$ cat src/rtl/fft_frame_ctrl.sv
// fft_frame_ctrl: steers FIR output samples into a two-bank ping-pong buffer
// of 16-sample frames and hands each filled bank to the FFT engine in fill
// order. It stops after NFRAMES frames have been processed.
module fft_frame_ctrl #(
    parameter int NFRAMES = 62
) (
    input  logic               clk,
    input  logic               rst,
    input  logic               fir_valid,
    input  logic signed [15:0] fir_d,
    output logic               buf_we,
    output logic               buf_wbank,
    output logic [3:0]         buf_waddr,
    output logic signed [15:0] buf_wdata,
    input  logic               fft_ready,
    output logic               fft_start,
    output logic               fft_bank,
    input  logic               fft_valid,
    output logic               frame_done,
    output logic [7:0]         frame_cnt,
    output logic               overrun,
    output logic               all_done
);

    localparam logic [7:0] LAST_FRAME = 8'(NFRAMES);

    typedef enum logic [1:0] {
        IDLE,
        START,
        WAIT
    } state_t;

    state_t     state;
    state_t     state_nxt;
    logic [3:0] waddr;
    logic       wbank;
    logic       rd_bank;
    logic [1:0] full;
    logic [1:0] full_nxt;
    logic       accept;
    logic       drop;
    logic       release_bank;

    // A sample lands only if the bank being written is free and the run is
    // not finished; once finished, samples vanish without raising overrun.
    assign accept    = fir_valid & ~full[wbank] & ~all_done;
    assign drop      = fir_valid &  full[wbank] & ~all_done;
    assign buf_we    = accept;
    assign buf_wbank = wbank;
    assign buf_waddr = waddr;
    assign buf_wdata = fir_d;
    assign fft_bank  = rd_bank;

    // Dispatch decision: start the FFT on the oldest full bank, then wait for its result.
    always_comb begin
        state_nxt    = state;
        fft_start    = 1'b0;
        release_bank = 1'b0;
        case (state)
            IDLE: begin
                if (full[rd_bank] && fft_ready && !all_done) begin
                    state_nxt = START;
                end
            end
            START: begin
                fft_start = 1'b1;
                state_nxt = WAIT;
            end
            WAIT: begin
                if (fft_valid) begin
                    release_bank = 1'b1;
                    state_nxt    = IDLE;
                end
            end
            default: state_nxt = IDLE;
        endcase
    end

    // Bank occupancy: a release and a fill can land in the same cycle; they
    // always concern different banks, so both are applied.
    always_comb begin
        full_nxt = full;
        if (release_bank) begin
            full_nxt[rd_bank] = 1'b0;
        end
        if (accept && (waddr == 4'd15)) begin
            full_nxt[wbank] = 1'b1;
        end
    end

    // Dispatch state register.
    always_ff @(posedge clk) begin
        if (!rst) begin
            state <= IDLE;
        end else begin
            state <= state_nxt;
        end
    end

    // Write pointer: advances per accepted sample, moving to the other bank after address 15.
    always_ff @(posedge clk) begin
        if (!rst) begin
            waddr <= 4'd0;
            wbank <= 1'b0;
        end else if (accept) begin
            waddr <= waddr + 4'd1;
            if (waddr == 4'd15) begin
                wbank <= ~wbank;
            end
        end
    end

    // Bank flags, read pointer, frame accounting and sticky status flags.
    always_ff @(posedge clk) begin
        if (!rst) begin
            full       <= 2'b00;
            rd_bank    <= 1'b0;
            frame_cnt  <= 8'd0;
            frame_done <= 1'b0;
            overrun    <= 1'b0;
            all_done   <= 1'b0;
        end else begin
            full       <= full_nxt;
            frame_done <= release_bank;
            if (release_bank) begin
                rd_bank <= ~rd_bank;
                if (frame_cnt != LAST_FRAME) begin
                    frame_cnt <= frame_cnt + 8'd1;
                end
                if ((frame_cnt + 8'd1) == LAST_FRAME) begin
                    all_done <= 1'b1;
                end
            end
            if (drop) begin
                overrun <= 1'b1;
            end
        end
    end

endmodule

$ cat config.mk
export PLATFORM = sky130hd
export DESIGN_NAME = fft_frame_ctrl
export DESIGN_NICKNAME = d
export VERILOG_FILES = /design/src/rtl/fft_frame_ctrl.sv
export SDC_FILE = /design/constraint.sdc
export NUM_CORES = 1
export LEC_CHECK = 0
export CAP_MARGIN = 20
export CORE_MARGIN = 5
export CORE_UTILIZATION = 40
export DETAILED_ROUTE_END_ITERATION = 8
export PLACE_DENSITY = 0.87
export SLEW_MARGIN = 0
export SYNTH_ARGS = -nofsm -noshare
export SYNTH_HDL_FRONTEND = slang
export SYNTH_SLANG_ARGS = --single-unit
$ cat constraint.sdc
create_clock -name clk -period 2.1 [get_ports clk]
set_clock_uncertainty 0.05 [all_clocks]
set_input_delay 0.315 -clock clk [delete_from_list [all_inputs] [get_ports clk]]
set_output_delay 0.315 -clock clk [all_outputs]
set_load 0.01 [all_outputs]
After elaboration in Yosys (flattened, before gate mapping)

Cells that the tools add are included.
Widths: inputs -> output; s select.

Register bits: 21
Input port bits: 21
Output and inout bits: 35
Logic and storage cells: 60

$add $sub $neg: 2
Order comparisons: 4
Equality and inequality tests: 7
Multiplexer cells: 16
Bitwise gates (word level): 11
Reductions and logical operators: 11

Operators by type and width:

| operator            | count |
|---|---|
| $mux 1              | 9 |
| $add 8x1->8 const B | 1 |
| $eq 8x6->1 const B  | 1 |
| $mux 2              | 4 |
| $ne 8x6->1 const B  | 1 |
| $reduce_and 2->1    | 4 |
| $pmux 2 s3          | 1 |
| $logic_and 1x1->1   | 5 |
| $add 4x1->4 const B | 1 |
| $and 1x1->1         | 4 |
| $eq 4x4->1 const B  | 1 |
| $lt 1x2->1 const B  | 2 |
| $ne 2x2->1 const B  | 2 |
| $not 1->1           | 4 |
| $and 2x2->2         | 1 |
| $demux 1 s1         | 2 |
| $eq 2x1->1 const B  | 1 |
| $eq 2x2->1 const B  | 1 |
| $ge 1x1->1 const B  | 2 |
| $logic_not 2->1     | 1 |
| $not 2->2           | 1 |
| $or 2x2->2          | 1 |
| $logic_not 1->1     | 1 |

Logic depth before layout (Yosys ltp)

Word-level depth: 9
Mapped depth: 6
Mapped depth without buffers: 6

Worst setup path before layout

Ideal clock, no wire load.

Path type: flip-flop to flip-flop
From: reg frame_cnt[0]
To: reg frame_cnt[3]
Library setup time: 117 ps
Arrival: 1471 ps
Data required time: 1933 ps
Setup slack: 462 ps
Cell stages (with the launch flop): 7
Path buffers: 0
Period minus slack after synthesis: 1638 ps
Cells stage by stage: dfxtp_1 > inv_1 > ha_1 > nor3b_2 > a2111oi_2 > xnor2_1 > nor2_1

Word-level cells in the longest chain between the ends: 2
Elaborated cells on any way between the ends: 3
Those cells by class: add/sub (1); eq/ne (1); reduce/logical (1)

RTL lines:

| element                                                             | RTL line | source |
|---|---|---|
| start, declared                                                     | 20       | `output logic [7:0] frame_cnt,` |
| start signal, assigned                                              | 128      | `frame_cnt <= frame_cnt + 8'd1;` |
| parallel branches: the longest is 2 deep, another holds $add 8x1->8 | -        |  |

Several ways; the timed one is not identified.
A chain may end at the register's enable or synchronous reset.

Final worst setup path

From: in fir_valid
To: out buf_we

Word-level cells in the longest chain between the ends: 2

RTL lines:

| element                  | RTL line | source |
|---|---|---|
| start, declared          | 9        | `input logic fir_valid,` |
| $and 1x1->1 (2 in a row) | 46       | `assign accept = fir_valid & ~full[wbank] & ~all_done;` |
| end, declared            | 11       | `output logic buf_we,` |

Every way passes these cells.

==> results.yml <==
drt:
  drtPass1Iterations: 4
  wire_per_inst_um: 13.71
  vias_per_cell: 5.263
  dr.first_iter.drc_count: 18
  antenna_left: 0
  num_vias: 921
  drc: 0
  routed_wirelength_um: 2400
synthesis:
  synthCells: 134
  yosys_warnings: 0
  synth_seq_cells: 21
  syn_nets: 159
  synth_ff_type: "dfxtp_1"
  synth_edf_count: 0
  yosysSeqAreaShare_pct: 36.25
  avgSynthCellArea_um2: 8.656
  synthArstFlopShare_pct: 0
  syn_area_um2: 1160
  synth_cell_type_count: 35
timing:
  slew_viol_final: 0
  fmax_mhz: 493.0
  fin_crit_ns: 2.029
  worst_slew_pin_slew_ns: 0.4605
  finalSetupViolCount: 0
  period_share_pct: 96.60
  slew_headroom_pct: 69.02
  hold_violations: 0
min_path:
  hp-start: "overrun"
  hold-path-endpoint: "overrun"
  min_delay_path_depth: 2
  holdCritPathClass: "reg -> reg"
clock_tree:
  postCtsSetupBuffers: 0
  root_buffer: "clkbuf_4"
  cts.path.max_buffers: 2
  clock-sinks: 21
  cts_tree: "yes"
  cts_buffers: 3
  h-tree-depth: 1
  path_clk_slew_ns: 0.12
  clk-insertion-delay-late_ns: 0.31
finish:
  antenna_cells: 0
  areaGrowthSynthToFinish_pct: 17.37
  fillCellCount: 273
  final_util_pct: 49.36
  fin_nets: 170
  stdcell_count: 175
  seqCellArea_um2: 424.2
  drive_above_1_share_pct: 9.722
  multi_input_area_um2: 585.6
setup_path:
  worstSetupEndpointType: "primary output"
  critical_path_required_ns: 1.74
  arrival_ns: 1.66
  worst_r2r_endpoint: "frame_cnt[5]"
  crit_type: "in -> out"
  crit_fanout: 4
  crit_path_start_kind: "input port"
  ff2ff_path_depth: 6
  worstReg2RegStart: "frame_cnt[0]"
  r2r_setup_slack_ns: 0.31
global_route:
  first_global_vias: 895
  grt_util_met3_pct: 1.926
  antenna_found_initial: 0
  gr-total-overflow: 0
  use_met1_pct: 13.03
  grt-busiest-layer: "met2"
  grt_pass1_wl_um: 3946
  use_met2_pct: 20.85
  grt_max_degree: 14
  grt_usage_pct: 12.03
floorplan:
  die_h_um: 63.85
  die_area_um2: 4077
  start_util_pct: 42.06
  row_count: 19
  die_x_um: 63.85
  core_area_um2: 2758
  io_pins: 56
placement:
  io_buffers: 23
  gp_congestion: 0.8259
  dp.cells: 171
  hpwl_um: 1762
pwr:
  peakVddDrop_v: 0.0003148
  power_density_nw_per_um2: 478.8
  leakagePower_uw: 0.0004725
flow_run:
  max_cap_viol_count: 0
status:
  outcome: "finished clean"
==> kinds of logic after synthesis <==
| family | synth area share [%] |
|---|---|
| adder cells (fa/ha/maj) | 4.315 |
| buffers and inverters | 14.99 |
| XOR/XNOR | 8.306 |
| flip-flops | 36.25 |
| multiplexers | 3.560 |
| AO/OA/AOI/OAI | 11.33 |
| AND/OR/NAND/NOR | 21.25 |
==> placed cells by master (no fill, tap or decap), types with 2 or more instances in the layout <==
cell type	netlist	final
a2111oi_2	2	2
a211oi_1	3	3
a21oi_1	5	5
a41oi_1	2	2
buf_4	16	3
clkbuf_4	0	3
clkdlybuf4s50_1	0	23
dfxtp_1	21	20
ha_1	4	4
inv_1	7	7
mux2i_1	3	2
nand2_1	8	8
nand3_1	9	9
nand3b_1	2	2
nor2_1	18	18
nor4_1	2	2
xnor2_1	10	10
==> area by class of cell <==
cell class | instances | share of cell area [%]
Tap cell | 31 | 2.849
Sequential cell | 21 | 31.16
Clock buffer | 3 | 1.654
Inverter | 8 | 2.206
Multi-Input combinational cell | 85 | 43.01
Clock inverter | 1 | 0.5515
Timing Repair Buffer | 26 | 18.57
==> per-stage QoR <==
stage	area [um2]	hold slack (ns)	TNS [ns]	worst slack, ns	total power [uW]
final	1361	0.4594	0	0.07145	651.7
after global routing	1361	0.4916	-0.01292	-0.01292	677.8
after CTS	1345	0.4661	0	0.01971	660.0
after detailed placement	1308	0.4366	-0.01750	-0.01750	459.2
after global placement	1308	0.4022	0	0.01952	457.7
after floorplan	1160	0.3957	0	0.4618	464.7
==> power breakdown <==
| group | internal (uW) | switching [uW] |
|---|---|---|
| combinational | 24.2 | 20.1 |
| clock | 72.7 | 129 |
| sequential | 401 | 4.56 |
| total | 498 | 154 |
==> cells in the mapped netlist, types with 2 or more instances <==
master / count / area, um2
nand3b_1: 2 / 15.01
clkbuf_1: 2 / 7.510
nand2_1: 8 / 30.03
a21oi_1: 5 / 25.02
buf_4: 16 / 120.1
mux2i_1: 3 / 30.03
nor4_1: 2 / 12.51
nor2_1: 18 / 67.56
dfxtp_1: 21 / 420.4
xnor2_1: 10 / 87.58
a41oi_1: 2 / 17.52
ha_1: 4 / 50.05
nand3_1: 9 / 45.04
a2111oi_2: 2 / 30.03
a211oi_1: 3 / 22.52
nor2b_1: 2 / 12.51
inv_1: 7 / 26.28
==> timing repair <==
item / 4_1_cts / 5_1_grt
setup endpoints to repair: 1 / 1
gates resized for setup: 3 / 3
hold buffers: 0 / 0
hold endpoints to repair: 0 / 0
==> state kept, by name, indices dropped and copies added, names as in the netlist <==
name,flops
all_done,1
buf_waddr,4
buf_wbank,1
fft_bank,1
frame_cnt,8
frame_done,1
full,2
overrun,1
state,2
==> metal layers <==
| layer | up-vias | wire, um |
|---|---|---|
| met3 | 6 | 149 |
| li1 | 459 | - |
| met5 | - | 0 |
| met1 | 426 | 1022 |
| met4 | 0 | 69 |
| met2 | 30 | 1159 |
==> how the worst max path moves through the flow <==
stage,startpoint,cells after the start,to,slack (ns)
global placement,fir_valid,5,buf_we,0.02
detailed placement,fir_valid,5,buf_we,-0.02
floorplan,frame_cnt[0],6,frame_cnt[3],0.46
CTS,buf_wbank,4,buf_we,0.02
finish,fir_valid,5,buf_we,0.07
global route,fir_valid,5,buf_we,-0.01
==> critical path, cell delays in order <==
cell and delay (ns):
clkdlybuf4s50_1 0.49, nor2b_4 0.19, nand2_1 0.08, inv_1 0.06, clkdlybuf4s50_1 0.53
Power figures use the tool's default switching activity.
